<file path="config.mk">
export PLATFORM = sky130hd
export DESIGN_NAME = glb_port_arbiter
export DESIGN_NICKNAME = d
export VERILOG_FILES = /design/src/rtl/glb_port_arbiter.sv
export SDC_FILE = /design/constraint.sdc
export NUM_CORES = 1
export LEC_CHECK = 0
export CORE_AREA = 3 3 223 225
export CTS_CLUSTER_DIAMETER = 150
export DETAILED_ROUTE_END_ITERATION = 6
export DIE_AREA = 0 0 226 228
export GPL_TIMING_DRIVEN = 0
export PLACE_DENSITY = 0.44
export SETUP_SLACK_MARGIN = 0.05
export SYNTH_ARGS = -nofsm -noshare
export SYNTH_HDL_FRONTEND = slang
export SYNTH_HIERARCHICAL = 1
export SYNTH_SLANG_ARGS = --single-unit
</file>
<file path="constraint.sdc">
create_clock -name clk -period 5.5 [get_ports clk]
set_clock_uncertainty 0.2 [all_clocks]
set_input_delay 1.1 -clock clk [delete_from_list [all_inputs] [get_ports clk]]
set_output_delay 1.1 -clock clk [all_outputs]
set_load 0.01 [all_outputs]
</file>
<file path="src/rtl/glb_port_arbiter.sv">
// Round-robin read/write port sharing for the Global Buffer, with locked
// bursts and a latency-matched one-hot read-return tag.

module glb_rr_arb #(
  parameter int N = 4
) (
  input  logic         clk,
  input  logic         rst,
  input  logic [N-1:0] i_req,
  input  logic [N-1:0] i_lock,
  output logic [N-1:0] o_gnt
);
  localparam int PW = $clog2(N);

  typedef enum logic {ARB, LOCKED} state_t;

  state_t        r_state;
  state_t        w_state_nxt;
  logic [PW-1:0] r_ptr;
  logic [PW-1:0] w_ptr_nxt;
  logic [PW-1:0] r_owner;
  logic [PW-1:0] w_owner_nxt;
  logic [PW-1:0] w_k;
  logic [PW-1:0] w_idx;
  logic          w_hit;

  function automatic logic [PW-1:0] wrap_add(
    input logic [PW-1:0] a,
    input int            b
  );
    logic [PW:0] s;
    s = {1'b0, a} + (PW+1)'(b);
    if (s >= (PW+1)'(N)) s = s - (PW+1)'(N);
    return s[PW-1:0];
  endfunction

  // Scan downward so the last hit is the one nearest ptr.
  always_comb begin
    w_hit = 1'b0;
    w_k   = '0;
    w_idx = '0;
    if (r_state == LOCKED) begin
      w_hit = i_req[r_owner];
      w_k   = r_owner;
    end else begin
      for (int j = N-1; j >= 0; j--) begin
        w_idx = wrap_add(r_ptr, j);
        if (i_req[w_idx]) begin
          w_hit = 1'b1;
          w_k   = w_idx;
        end
      end
    end
  end

  always_comb begin
    o_gnt = '0;
    if (w_hit && !rst) o_gnt[w_k] = 1'b1;
  end

  always_comb begin
    w_state_nxt = r_state;
    w_ptr_nxt   = r_ptr;
    w_owner_nxt = r_owner;
    if (w_hit) begin
      if (r_state == ARB) begin
        w_ptr_nxt = wrap_add(w_k, 1);
        if (i_lock[w_k]) begin
          w_state_nxt = LOCKED;
          w_owner_nxt = w_k;
        end
      end else if (!i_lock[r_owner]) begin
        w_state_nxt = ARB;
      end
    end
  end

  always_ff @(posedge clk or posedge rst) begin
    if (rst) begin
      r_state <= ARB;
      r_ptr   <= '0;
      r_owner <= '0;
    end else begin
      r_state <= w_state_nxt;
      r_ptr   <= w_ptr_nxt;
      r_owner <= w_owner_nxt;
    end
  end
endmodule

module glb_port_arbiter #(
  parameter int NUM_REQ = 4,
  parameter int ADDR_W  = 32,
  parameter int DATA_W  = 32,
  parameter int RD_LAT  = 1
) (
  input  logic                      clk,
  input  logic                      rst,
  input  logic [NUM_REQ-1:0]        rd_req,
  input  logic [NUM_REQ-1:0]        rd_lock,
  input  logic [NUM_REQ*ADDR_W-1:0] rd_addr,
  output logic [NUM_REQ-1:0]        rd_gnt,
  output logic [NUM_REQ-1:0]        rd_valid,
  output logic [DATA_W-1:0]         rd_data,
  input  logic [NUM_REQ-1:0]        wr_req,
  input  logic [NUM_REQ-1:0]        wr_lock,
  input  logic [NUM_REQ*ADDR_W-1:0] wr_addr,
  input  logic [NUM_REQ*DATA_W-1:0] wr_data,
  output logic [NUM_REQ-1:0]        wr_gnt,
  output logic                      glb_re,
  output logic [ADDR_W-1:0]         glb_r_addr,
  input  logic [DATA_W-1:0]         glb_dout,
  output logic                      glb_we,
  output logic [ADDR_W-1:0]         glb_w_addr,
  output logic [DATA_W-1:0]         glb_din
);
  logic [NUM_REQ-1:0] r_tag [RD_LAT];

  glb_rr_arb #(.N(NUM_REQ)) u_rd_arb (
    .clk    (clk),
    .rst    (rst),
    .i_req  (rd_req),
    .i_lock (rd_lock),
    .o_gnt  (rd_gnt)
  );

  glb_rr_arb #(.N(NUM_REQ)) u_wr_arb (
    .clk    (clk),
    .rst    (rst),
    .i_req  (wr_req),
    .i_lock (wr_lock),
    .o_gnt  (wr_gnt)
  );

  // Grants are one-hot, so an OR of masked slices is the mux.
  always_comb begin
    glb_r_addr = '0;
    glb_w_addr = '0;
    glb_din    = '0;
    for (int i = 0; i < NUM_REQ; i++) begin
      if (rd_gnt[i]) glb_r_addr = glb_r_addr | rd_addr[i*ADDR_W +: ADDR_W];
      if (wr_gnt[i]) begin
        glb_w_addr = glb_w_addr | wr_addr[i*ADDR_W +: ADDR_W];
        glb_din    = glb_din    | wr_data[i*DATA_W +: DATA_W];
      end
    end
  end

  assign glb_re   = |rd_gnt;
  assign glb_we   = |wr_gnt;
  assign rd_data  = glb_dout;
  assign rd_valid = r_tag[RD_LAT-1];

  always_ff @(posedge clk or posedge rst) begin
    if (rst) begin
      for (int i = 0; i < RD_LAT; i++) r_tag[i] <= '0;
    end else begin
      r_tag[0] <= rd_gnt;
      for (int i = 1; i < RD_LAT; i++) r_tag[i] <= r_tag[i-1];
    end
  end
endmodule
</file>
After elaboration in Yosys (flattened, before gate mapping)

Index checks and enable logic that the tools add are counted.

Logic and storage cells: 161
Output and inout bits: 142
Bits in registers: 14

Mux-type cells: 90
Bitwise operators: 11
Reductions and logical operators: 11
Add/subtract/negate cells: 18
Order comparisons: 24

Operator list:

| operator                                                                             | number |
|---|---|
| 32-bit 2-to-1 mux                                                                    | 12 |
| 32-bit bitwise OR                                                                    | 9 |
| 2-bit 2-to-1 mux                                                                     | 28 |
| 2-bit by 3-bit < comparator with 1-bit output (second input constant)                | 12 |
| 1-bit 2-to-1 mux                                                                     | 32 |
| 1-bit binary-select mux with 2-bit select                                            | 14 |
| 3-bit greater-or-equal comparator (second input constant)                            | 8 |
| 2-bit by 1-bit subtractor with 2-bit output (second input constant)                  | 10 |
| 2-bit by 1-bit adder with 3-bit output (second input constant)                       | 4 |
| 2-bit by 2-bit adder with 3-bit output (second input constant)                       | 4 |
| 4-bit 2-to-1 mux                                                                     | 2 |
| 4-bit OR reduction                                                                   | 2 |
| 2-bit by 3-bit greater-or-equal comparator with 1-bit output (second input constant) | 2 |
| 3-bit AND reduction                                                                  | 2 |
| 1-bit demux with 2-bit select                                                        | 2 |
| 2-bit by 1-bit greater-or-equal comparator with 1-bit output (second input constant) | 2 |
| 1-bit logical AND                                                                    | 4 |
| 2-bit AND reduction                                                                  | 2 |
| 1-bit inverter                                                                       | 2 |
| 1-bit logical NOT                                                                    | 1 |

Logic depth before layout (Yosys ltp)

Gate-level depths: netlist of run 1.

Word-level depth: 23
Mapped depth: 12

Hierarchy

The synthesis of run 1 kept the hierarchy.

Modules (own cells, without submodules):

| module                | cells each | instances | area an instance (um^2) |
|---|---|---|---|
| glb_port_arbiter      | 371        | 1         | 2384.8 |
| glb_rr_arb (u_rd_arb) | 59         | 1         | 569.3 |
| glb_rr_arb (u_wr_arb) | 59         | 1         | 564.3 |

Worst setup path after synthesis of run 1

OpenSTA, ideal clock, no wires.

Path type: input -> output
From: input rd_req[2]
To: output glb_re
Data required time: 4.200 ns
Path buffers: 2
Setup slack: 1.149 ns
Data arrival time: 3.051 ns
Cell stages on the path: 9
Path through: nor2b_2 > a211o_1 > and2_1 > buf_6 > a22o_1 > ha_1 > and2_1 > buf_6 > or4_4

Longest elaborated chain between the ends: 13
Elaborated cells between the ends (all ways): 28
Those cells by class: 2 x order compare; 23 x mux; 3 x reduce/logical

Ends and longest elaborated chain:

| element                                                                                                                                                    | line | source |
|---|---|---|
| from (decl)                                                                                                                                                | 99   | `input logic [NUM_REQ-1:0] rd_req,` |
| 1-bit binary-select mux with 2-bit select                                                                                                                  | 48   | `if (i_req[w_idx]) begin` |
| 1-bit 2-to-1 mux (implied by the code)                                                                                                                     | 48   |  |
| 2-bit 2-to-1 mux (3 in series)                                                                                                                             | 48   |  |
| 2-bit 2-to-1 mux *                                                                                                                                         | 48   |  |
| 2-bit 2-to-1 mux *                                                                                                                                         | 42   | `if (r_state == LOCKED) begin` |
| net u_rd_arb.w_k[1]                                                                                                                                        | 23   | `logic [PW-1:0] w_k;` |
| 2-bit by 3-bit < comparator with 1-bit output (implied by the code) / 2-bit by 1-bit greater-or-equal comparator with 1-bit output (equally long branches) | 58   | `if (w_hit && !rst) o_gnt[w_k] = 1'b1;` |
| 1-bit logical AND (implied by the code)                                                                                                                    | 58   |  |
| 1-bit 2-to-1 mux (implied by the code)                                                                                                                     | 58   |  |
| 1-bit demux with 2-bit select *                                                                                                                            | -    |  |
| 4-bit 2-to-1 mux *                                                                                                                                         | 58   |  |
| net rd_gnt[3]                                                                                                                                              | 102  | `output logic [NUM_REQ-1:0] rd_gnt,` |
| 4-bit OR reduction *                                                                                                                                       | 149  | `assign glb_re = \|rd_gnt;` |
| to (decl)                                                                                                                                                  | 110  | `output logic glb_re,` |

The timed path passes the listed nets; every way through them passes the cells marked *. The select of a mux whose other input is x is not followed.

Final worst setup path of run 1

From: input rd_req[2]
To: output glb_r_addr[15]

Longest elaborated chain between the ends: 19
Elaborated cells between the ends (all ways): 34
Those cells by class: 2 x order compare; 27 x mux; 3 x bitwise; 2 x reduce/logical

Ends and longest elaborated chain:

| element                                                                                                                                                    | line | source |
|---|---|---|
| 1-bit binary-select mux with 2-bit select                                                                                                                  | 48   |  |
| 1-bit 2-to-1 mux (implied by the code)                                                                                                                     | 48   |  |
| 2-bit 2-to-1 mux (3 in series)                                                                                                                             | 48   |  |
| 2-bit 2-to-1 mux *                                                                                                                                         | 48   |  |
| 2-bit 2-to-1 mux *                                                                                                                                         | 42   |  |
| net u_rd_arb.w_k[1]                                                                                                                                        | 23   |  |
| 2-bit by 3-bit < comparator with 1-bit output (implied by the code) / 2-bit by 1-bit greater-or-equal comparator with 1-bit output (equally long branches) | 58   |  |
| 1-bit logical AND (implied by the code)                                                                                                                    | 58   |  |
| [2 not listed]                                                                                                                                             | -    |  |
| 4-bit 2-to-1 mux *                                                                                                                                         | 58   |  |
| 32-bit 2-to-1 mux                                                                                                                                          | 141  | `if (rd_gnt[i]) glb_r_addr = glb_r_addr \| rd_addr[i*ADDR_W +: ADDR_W];` |
| 32-bit bitwise OR                                                                                                                                          | 141  |  |
| 32-bit 2-to-1 mux                                                                                                                                          | 141  |  |
| 32-bit bitwise OR                                                                                                                                          | 141  |  |
| 32-bit 2-to-1 mux                                                                                                                                          | 141  |  |
| 32-bit bitwise OR                                                                                                                                          | 141  |  |
| 32-bit 2-to-1 mux *                                                                                                                                        | 141  |  |
| to (decl)                                                                                                                                                  | 111  | `output logic [ADDR_W-1:0] glb_r_addr,` |

Marks and branches as above.

==> out/metrics.yaml, run 1 <==
final_layout:
  fillers: 5320
  post-route-util_pct: 21.33
  final_common_cell: "clkdlybuf4s50_1"
  drive_gt1_share_pct: 11.65
  seqCellArea_um2: 350.3
  syn2layout_area_growth_pct: 189.5
  multi_input_area_um2: 2689
  mostFrequentLayoutCells: "clkdlybuf4s50_1 (448), a22oi_1 (183), nand2_1 (108)"
  stdcell_area_um2: 10190
  final_nets: 1482
synthesis:
  synth_compound_area_share_pct: 49.15
  syn-num-nets: 931
  ys_types: 43
  synth_top_family_by_area: "compound AO/OA/AOI/OAI gates"
  async_flop_share_pct: 100.0
  synth_warnings: 6
  yosys.area_share.simple_pct: 18.67
  synth-edff-count: 0
  yosys.area_share.adder_pct: 2.845
  synth_area_um2: 3518
  synth-main-ff-cell: "dfrtp_1"
  synthMuxAreaShare_pct: 4.196
  synthCells: 489
  synth.avg_cell_area_um2: 7.195
  synth_xor_area_share_pct: 0
  yosysSeqAreaShare_pct: 9.957
  ys_ff_latch: 14
flow_run:
  drv_cap: 0
die:
  die_h_um: 228
  io_pins: 576
  die-area_um2: 51530
  core_area_um2: 47750
  die_x_um: 226
  row_count: 80
  floorplan.initialDensity_pct: 7.369
detailed_routing:
  vias_per_cell: 3.783
  wl_met1_um: 10930
  drtPass1Iterations: 4
  dr_wl_met3_um: 2960
  drc: 0
  wl_met2_um: 16320
  drt-initial-drc-count: 196
  totalWireLength_um: 31090
  vias: 6264
  wl_per_cell_um: 18.77
  top_layer: "met5"
  antenna_left: 0
grt:
  grt_overflow: 0
  grt_first_pass_wirelength_um: 41870
  grt_max_degree: 11
  grt_pass1_vias: 6732
  grt_usage_pct: 10.77
  grt_antenna_before_repair: 5
cts:
  clockBufferDepth: 2
  holdBufCountCts: 0
  cts_max_level: 1
  cts_tree: "yes"
  path_clk_slew_ns: 0.05
  cts_made_buffers: 3
  numClockSinks: 14
  clock_latency_ns: 0.25
  root_buffer: "clkbuf_16"
setup_path:
  cp_slowest_cell: "clkdlybuf4s50_1"
  endpoint_kind: "primary output"
  crit_chain: "clkdlybuf4s50_1, nor2b_2, a211o_1, and2_1, buf_6, a22o_1, inv_1, ha_1, and2_4, clkbuf_4, buf_6, a22oi_2, nand2_1, clkdlybuf4s50_1"
  start_kind: "primary input"
  cp_max_fo: 10
  cpPeakStageDelay_ns: 0.53
  worstSetupPathType: "in2out"
  required_ns: 4.20
  crit_family: "buffers and inverters"
  cp_data_arrival_time_ns: 4.10
  critical_path_buf_inv_count: 6
sta:
  fin_crit_ns: 5.402
  fmax_mhz: 185.1
  fin_crit_sh_pct: 98.21
  setup_viol_count_final: 0
  final_hold_viol_count: 0
  final.setup.tns_ns: 0
  slew_viol_final: 0
  rsz0062_at_grt: "yes"
  worst_slew_pin_slew_ns: 0.3973
  relSlewSlack_pct: 73.31
power_and_ir_drop:
  p_leak_nw: 4.960
  vdd_drop_max_v: 0.0001646
  p_per_area_nw_per_um2: 321.4
placed_design:
  globalplace.congestion: 0.8868
  port_buffers: 543
  placed_cell_area_um2: 9723
  dp_hpwl_um: 27260
min_path:
  hold_class: "reg2reg"
outcome:
  status: "complete, no violations"
## layer usage
layer	GRT usage, %	vias up
li1	-	2961
met1	10.53	2865
met4	3.416	6
met2	21.33	395
met5	0	-
met3	3.137	37
## what timing repair did
action / CTS / global route
setup buffers: 3 / 0
endpoints found under the setup margin: 96 / 59
gates resized for setup: 104 / 78
pin swaps: 3 / 1
gates cloned: 0 / 0
## worst reg2reg max path: stages (launching register included)
cell     delay (ns)
dfrtp_1        0.37
and2b_4        0.21
a211o_1        0.28
and2_1         0.17
buf_6          0.12
a22o_1         0.24
ha_1           0.28
nand2_1        0.06
nand2_1        0.05
## Yosys cell counts (3+ instances only)
master / count / area (um^2)
o21ai_0: 3 / 15.01
clkbuf_1: 5 / 18.77
buf_2: 38 / 190.2
buf_4: 32 / 240.2
and2_1: 10 / 62.56
nor2_2: 3 / 18.77
nor2_1: 5 / 18.77
ha_1: 8 / 100.1
dfrtp_1: 14 / 350.3
buf_6: 3 / 33.78
o211ai_1: 4 / 30.03
inv_1: 11 / 41.29
nand2_1: 108 / 405.4
a22oi_1: 192 / 1441
nand4_1: 4 / 25.02
a21oi_1: 4 / 20.02
## power by group
group | switching, mW | internal [mW]
Sequential | 0.0637 | 0.152
Clock | 0.0464 | 0.110
Combinational | 1.41 | 1.49
Total | 1.52 | 1.75
## cell families (layout without fill, tap and decap cells)
| kind of cell | count (synthesis) | in the layout |
|---|---|---|
| buffers and inverters | 91 | 641 |
| other | 0 | 2 |
| and+or+nand+nor | 148 | 148 |
| adders and majority gates | 8 | 8 |
| DFF | 14 | 14 |
| muxes | 8 | 8 |
| AOI/OAI and AO/OA | 220 | 220 |
## worst paths after layout
kind / from / end / slack [ns] / cells past startpoint
worst max-delay path: rd_req[2] / glb_r_addr[15] / 0.1 / 14
worst min-delay path: u_wr_arb/r_ptr[0] / u_wr_arb/r_ptr[0] / 0.33 / 2
worst max register to register: u_wr_arb/r_ptr[0] / u_wr_arb/r_ptr[1] / 3.40 / 8
worst min register to register: u_wr_arb/r_ptr[0] / u_wr_arb/r_ptr[0] / 0.33 / 2
max in group asynchronous: rst / rd_valid[0] / 3.87 / 2
min in group asynchronous: rst / u_rd_arb/r_owner[0] / 1.03 / 2
## state kept, by name, summed over array words and instances (netlist names)
name	count
u_rd_arb/r_owner	2
u_rd_arb/r_state	1
u_wr_arb/r_ptr	2
u_wr_arb/r_owner	2
u_wr_arb/r_state	1
u_rd_arb/r_ptr	2
rd_valid	4
## area by class of cell
cell class / instances / share of cell area [%]
Timing Repair Buffer: 546 / 54.48
Multi-Input combinational cell: 384 / 26.40
Tap cell: 615 / 7.554
Buffer: 78 / 6.707
Sequential cell: 14 / 3.439
Clock buffer: 4 / 0.8721
Inverter: 13 / 0.5036
Antenna cell: 2 / 0.04913
## stage by stage
| stage | cells | hold WS (ns) | total power, mW | setup slack [ns] |
|---|---|---|---|---|
| floorplan | 489 | 0.2555 | 1.498 | 1.149 |
| global placement | 1647 | 0.3192 | 3.191 | -0.3990 |
| detailed placement | 1647 | 0.3279 | 3.173 | -0.4060 |
| CTS | 1654 | 0.3397 | 3.359 | 0.04129 |
| global route | 1656 | 0.3695 | 3.531 | -0.04405 |
| finish | 1656 | 0.3309 | 3.273 | 0.09833 |
(Power assumes the default switching activity.)
==> run 2, diff against run 1 <==
CORE_AREA = 3 3 222 224   (was 3 3 223 225)
CTS_CLUSTER_DIAMETER = 50   (was 150)
DIE_AREA = 0 0 225 227   (was 0 0 226 228)
SKIP_CTS_REPAIR_TIMING = 1   (was not set)
SYNTH_HIERARCHICAL = not set   (was 1)
==> run 2 against run 1 <==
Compared with the run above: worst setup slack improved by 0.017 ns; clock power decreased by 13%; power decreased by 1.2%; critical path depth decreased by 1; sequential power decreased by 5%; combinational power about the same; design area decreased by 0.91%; count of clock-buffer cells in the layout decreased by 1; global-route usage increased by 1.3 points; utilization decreased by 0.10 points; hold slack improved by 0.044 ns; die area decreased by 0.88%; highest routed layer is now met4; critical endpoint is now glb_w_addr[2].
==> out/metrics.yaml, run 2 <==
outcome:
  status: "complete, no violations"
placed_design:
  placed_cell_area_um2: 9697  # -0.27%
  placedCellCount: 1652  # +0.30%
  dp_hpwl_um: 30600  # +12%
  globalplace.congestion: 0.8062  # -9.1%
  pre_cts_ws_ns: -1.124  # -0.7178 ns
  port_buffers: 543  # unchanged
sta:
  fin_crit_sh_pct: 97.91  # -0.30 points
  slew_viol_final: 0  # unchanged
  relSlewSlack_pct: 58.14  # -15 points
  fin_ws_ns: 0.1151  # +0.01675 ns
  worst_slew_pin_slew_ns: 0.6272  # +0.2299 ns
  final_hold_viol_count: 0  # unchanged
  setup_viol_count_final: 0  # unchanged
  fmax_mhz: 185.7  # +0.31%
  final.setup.tns_ns: 0  # unchanged
  fin_crit_ns: 5.385  # -0.01675 ns
  hold_ws_ns: 0.3748  # +0.04394 ns
  rsz0062_at_grt: "yes"
setup_path:
  cp_data_arrival_time_ns: 4.08  # -0.02 ns
  endpoint_kind: "primary output"
  cp_max_fo: 10  # unchanged
  regToRegSetupSlack_ns: 2.98  # -0.42 ns
  worstSetupPathType: "in2out"
  required_ns: 4.20  # about the same
  start_kind: "primary input"
final_layout:
  syn2layout_area_growth_pct: 189.0
  stdcell_area_um2: 10090  # -0.91%
  final_common_cell: "clkdlybuf4s50_1"
  largest_reg_flops: 4  # unchanged
  final_nets: 1488  # +0.40%
  instances_no_fill: 1666  # +0.60%
  mostFrequentLayoutCells: "clkdlybuf4s50_1 (508), a22oi_1 (177), nand2_1 (104)"
  post-route-util_pct: 21.23  # -0.10 points
  drive_gt1_share_pct: 10.82  # -0.82 points
  fillers: 5333  # +0.24%
die:
  die_x_um: 225  # -0.44%
  die_h_um: 227  # -0.44%
  floorplan.initialDensity_pct: 7.345  # -0.024 points
  die-area_um2: 51080  # -0.88%
  io_pins: 576  # unchanged
  row_count: 80  # unchanged
  core_area_um2: 47550  # -0.42%
synthesis:
  synth-main-ff-cell: "dfrtp_1"
  syn-num-nets: 936  # +0.54%
  ys_ff_latch: 14  # unchanged
  synth_area_leaders: "a22oi_1 (40%), nand2_1 (11%), dfrtp_1 (10%)"
  synthCells: 494  # +1.0%
  yosysMostFrequentCell: "a22oi_1"
  ys_types: 49  # +14%
  synth-edff-count: 0  # unchanged
  netlist_top_cells_count: "a22oi_1 (188), nand2_1 (105), buf_4 (32), buf_2 (25), clkbuf_1 (17)"
  yosysSeqAreaShare_pct: 10.03  # +0.075 points
  synth_area_um2: 3492  # -0.75%
  synth_top_area_share_pct: 40.42  # -0.55 points
  synth_warnings: 0  # -6
  async_flop_share_pct: 100.0  # unchanged
  synth.avg_cell_area_um2: 7.069  # -1.8%
  synth_top_area_cell: "a22oi_1"
flow_run:
  drv_cap: 0  # unchanged
power_and_ir_drop:
  vdd_drop_max_v: 0.0001236  # -25%
  p_sw_mw: 1.446  # -4.8%
  seqPwrFrac_pct: 6.3  # -0.3 points
  p_per_area_nw_per_um2: 320.3  # -0.33%
  comb_power_share_pct: 89.5  # +0.9 points
  switching_share_pct: 44.72  # -1.7 points
  p_leak_nw: 4.425  # -11%
  pwr-share-clk_pct: 4.2  # -0.6 points
  power.internal_mw: 1.787  # +1.9%
  finalPower_mw: 3.233  # -1.2%
cts:
  clockBufferDepth: 2  # unchanged
  cts_max_level: 1  # unchanged
  root_buffer: "clkbuf_16"
  clock_latency_ns: 0.24  # about the same
  numClockSinks: 14  # unchanged
  cts_made_buffers: 3  # unchanged
  path_clk_slew_ns: 0.05  # about the same
  cts_tree: "yes"
grt:
  grt_usage_pct: 12.08  # +1.3 points
  grt_antenna_before_repair: 23  # +18
  grt_overflow: 0  # unchanged
  grt_first_pass_wirelength_um: 45110  # +7.7%
  grt_pass1_vias: 6716  # -0.24%
  grt_max_degree: 16  # +5
detailed_routing:
  drt-initial-drc-count: 254  # +30%
  antenna_left: 0  # unchanged
  drc: 0  # unchanged
  vias: 6466  # +3.2%
  totalWireLength_um: 34360  # +11%
  vias_per_cell: 3.881  # +2.6%
  drtPass1Iterations: 5  # +1
  wl_per_cell_um: 20.62  # +9.9%
min_path:
  hold_class: "reg2reg"
==> run 2: cell count changes after synthesis, moves of 5 or more <==
cell | before | now
and2_1 | 10 | 5
buf_2 | 38 | 25
clkbuf_1 | 5 | 17
mux2i_1 | 2 | 7
nor2b_1 | 2 | 7
o21ai_0 | 3 | 9
==> run 2: kinds of logic (layout without fill, tap and decap cells) <==
kind of cell	Yosys count	count (layout)	share of synthesized area (%)
AOI/OAI and AO/OA	223	223	47.47
other	0	7	0
buffers and inverters	87	637	14.33
and+or+nand+nor	147	147	19.10
muxes	15	15	6.199
adders and majority gates	8	8	2.866
DFF	14	14	10.03
==> run 2: per-layer routing <==
| layer | vias up | GRT usage [%] | wire length [um] |
|---|---|---|---|
| met5 | - | 0 | 0 |
| met3 | 64 | 2.643 | 2730 |
| met2 | 445 | 23.73 | 18720 |
| li1 | 2990 | - | - |
| met4 | 0 | 5.721 | 1269 |
| met1 | 2967 | 12.05 | 11640 |
==> run 2: area by class of cell <==
cell class / instances / area (um^2) / share of cell area [%]
multi-input cells: 393 / 2719 / 26.94
inverters: 10 / 37.54 / 0.3719
well taps: 615 / 769.5 / 7.624
diodes: 7 / 17.52 / 0.1735
clock buffers: 3 / 75.07 / 0.7438
plain buffers: 76 / 564.3 / 5.591
flip-flops and latches: 14 / 350.3 / 3.471
repair buffers: 548 / 5560 / 55.09
==> run 2: path summary, 6_finish.rpt <==
check	to	cells after the start	startpoint
setup / recovery	glb_w_addr[2]	13	wr_req[2]
hold / removal	u_wr_arb.r_ptr[0]	2	u_wr_arb.r_ptr[0]
setup reg to reg	rd_valid[3]	9	u_rd_arb.r_ptr[0]
hold reg to reg	u_wr_arb.r_ptr[0]	2	u_wr_arb.r_ptr[0]
max in group asynchronous	u_rd_arb.r_ptr[0]	2	rst
min in group asynchronous	rd_valid[2]	2	rst
==> run 2: worst max-delay path, cell delays in order <==
cell             delay (ns)
clkdlybuf4s50_1        0.49
nor2b_1                0.19
a221o_1                0.37
o211ai_1               0.20
buf_4                  0.16
inv_1                  0.05
ha_1                   0.17
and2_4                 0.16
buf_6                  0.16
buf_2                  0.21
a22oi_1                0.23
nand2_1                0.08
clkdlybuf4s50_1        0.49
==> run 2: power groups by stage <==
stage / clock (mW) / sequential (mW) / combinational (mW)
floorplan: 0 / 0.192 / 1.25
global placement: 0 / 0.204 / 2.86
detailed placement: 0 / 0.204 / 2.85
CTS: 0.142 / 0.203 / 2.87
global route: 0.146 / 0.212 / 3.14
finish: 0.136 / 0.204 / 2.89
==> run 3, diff against run 2 <==
SLEW_MARGIN = 5   (was not set)
==> results of run 3 <==
No change in the layout: final DEF, timing and power equal those of run 2.
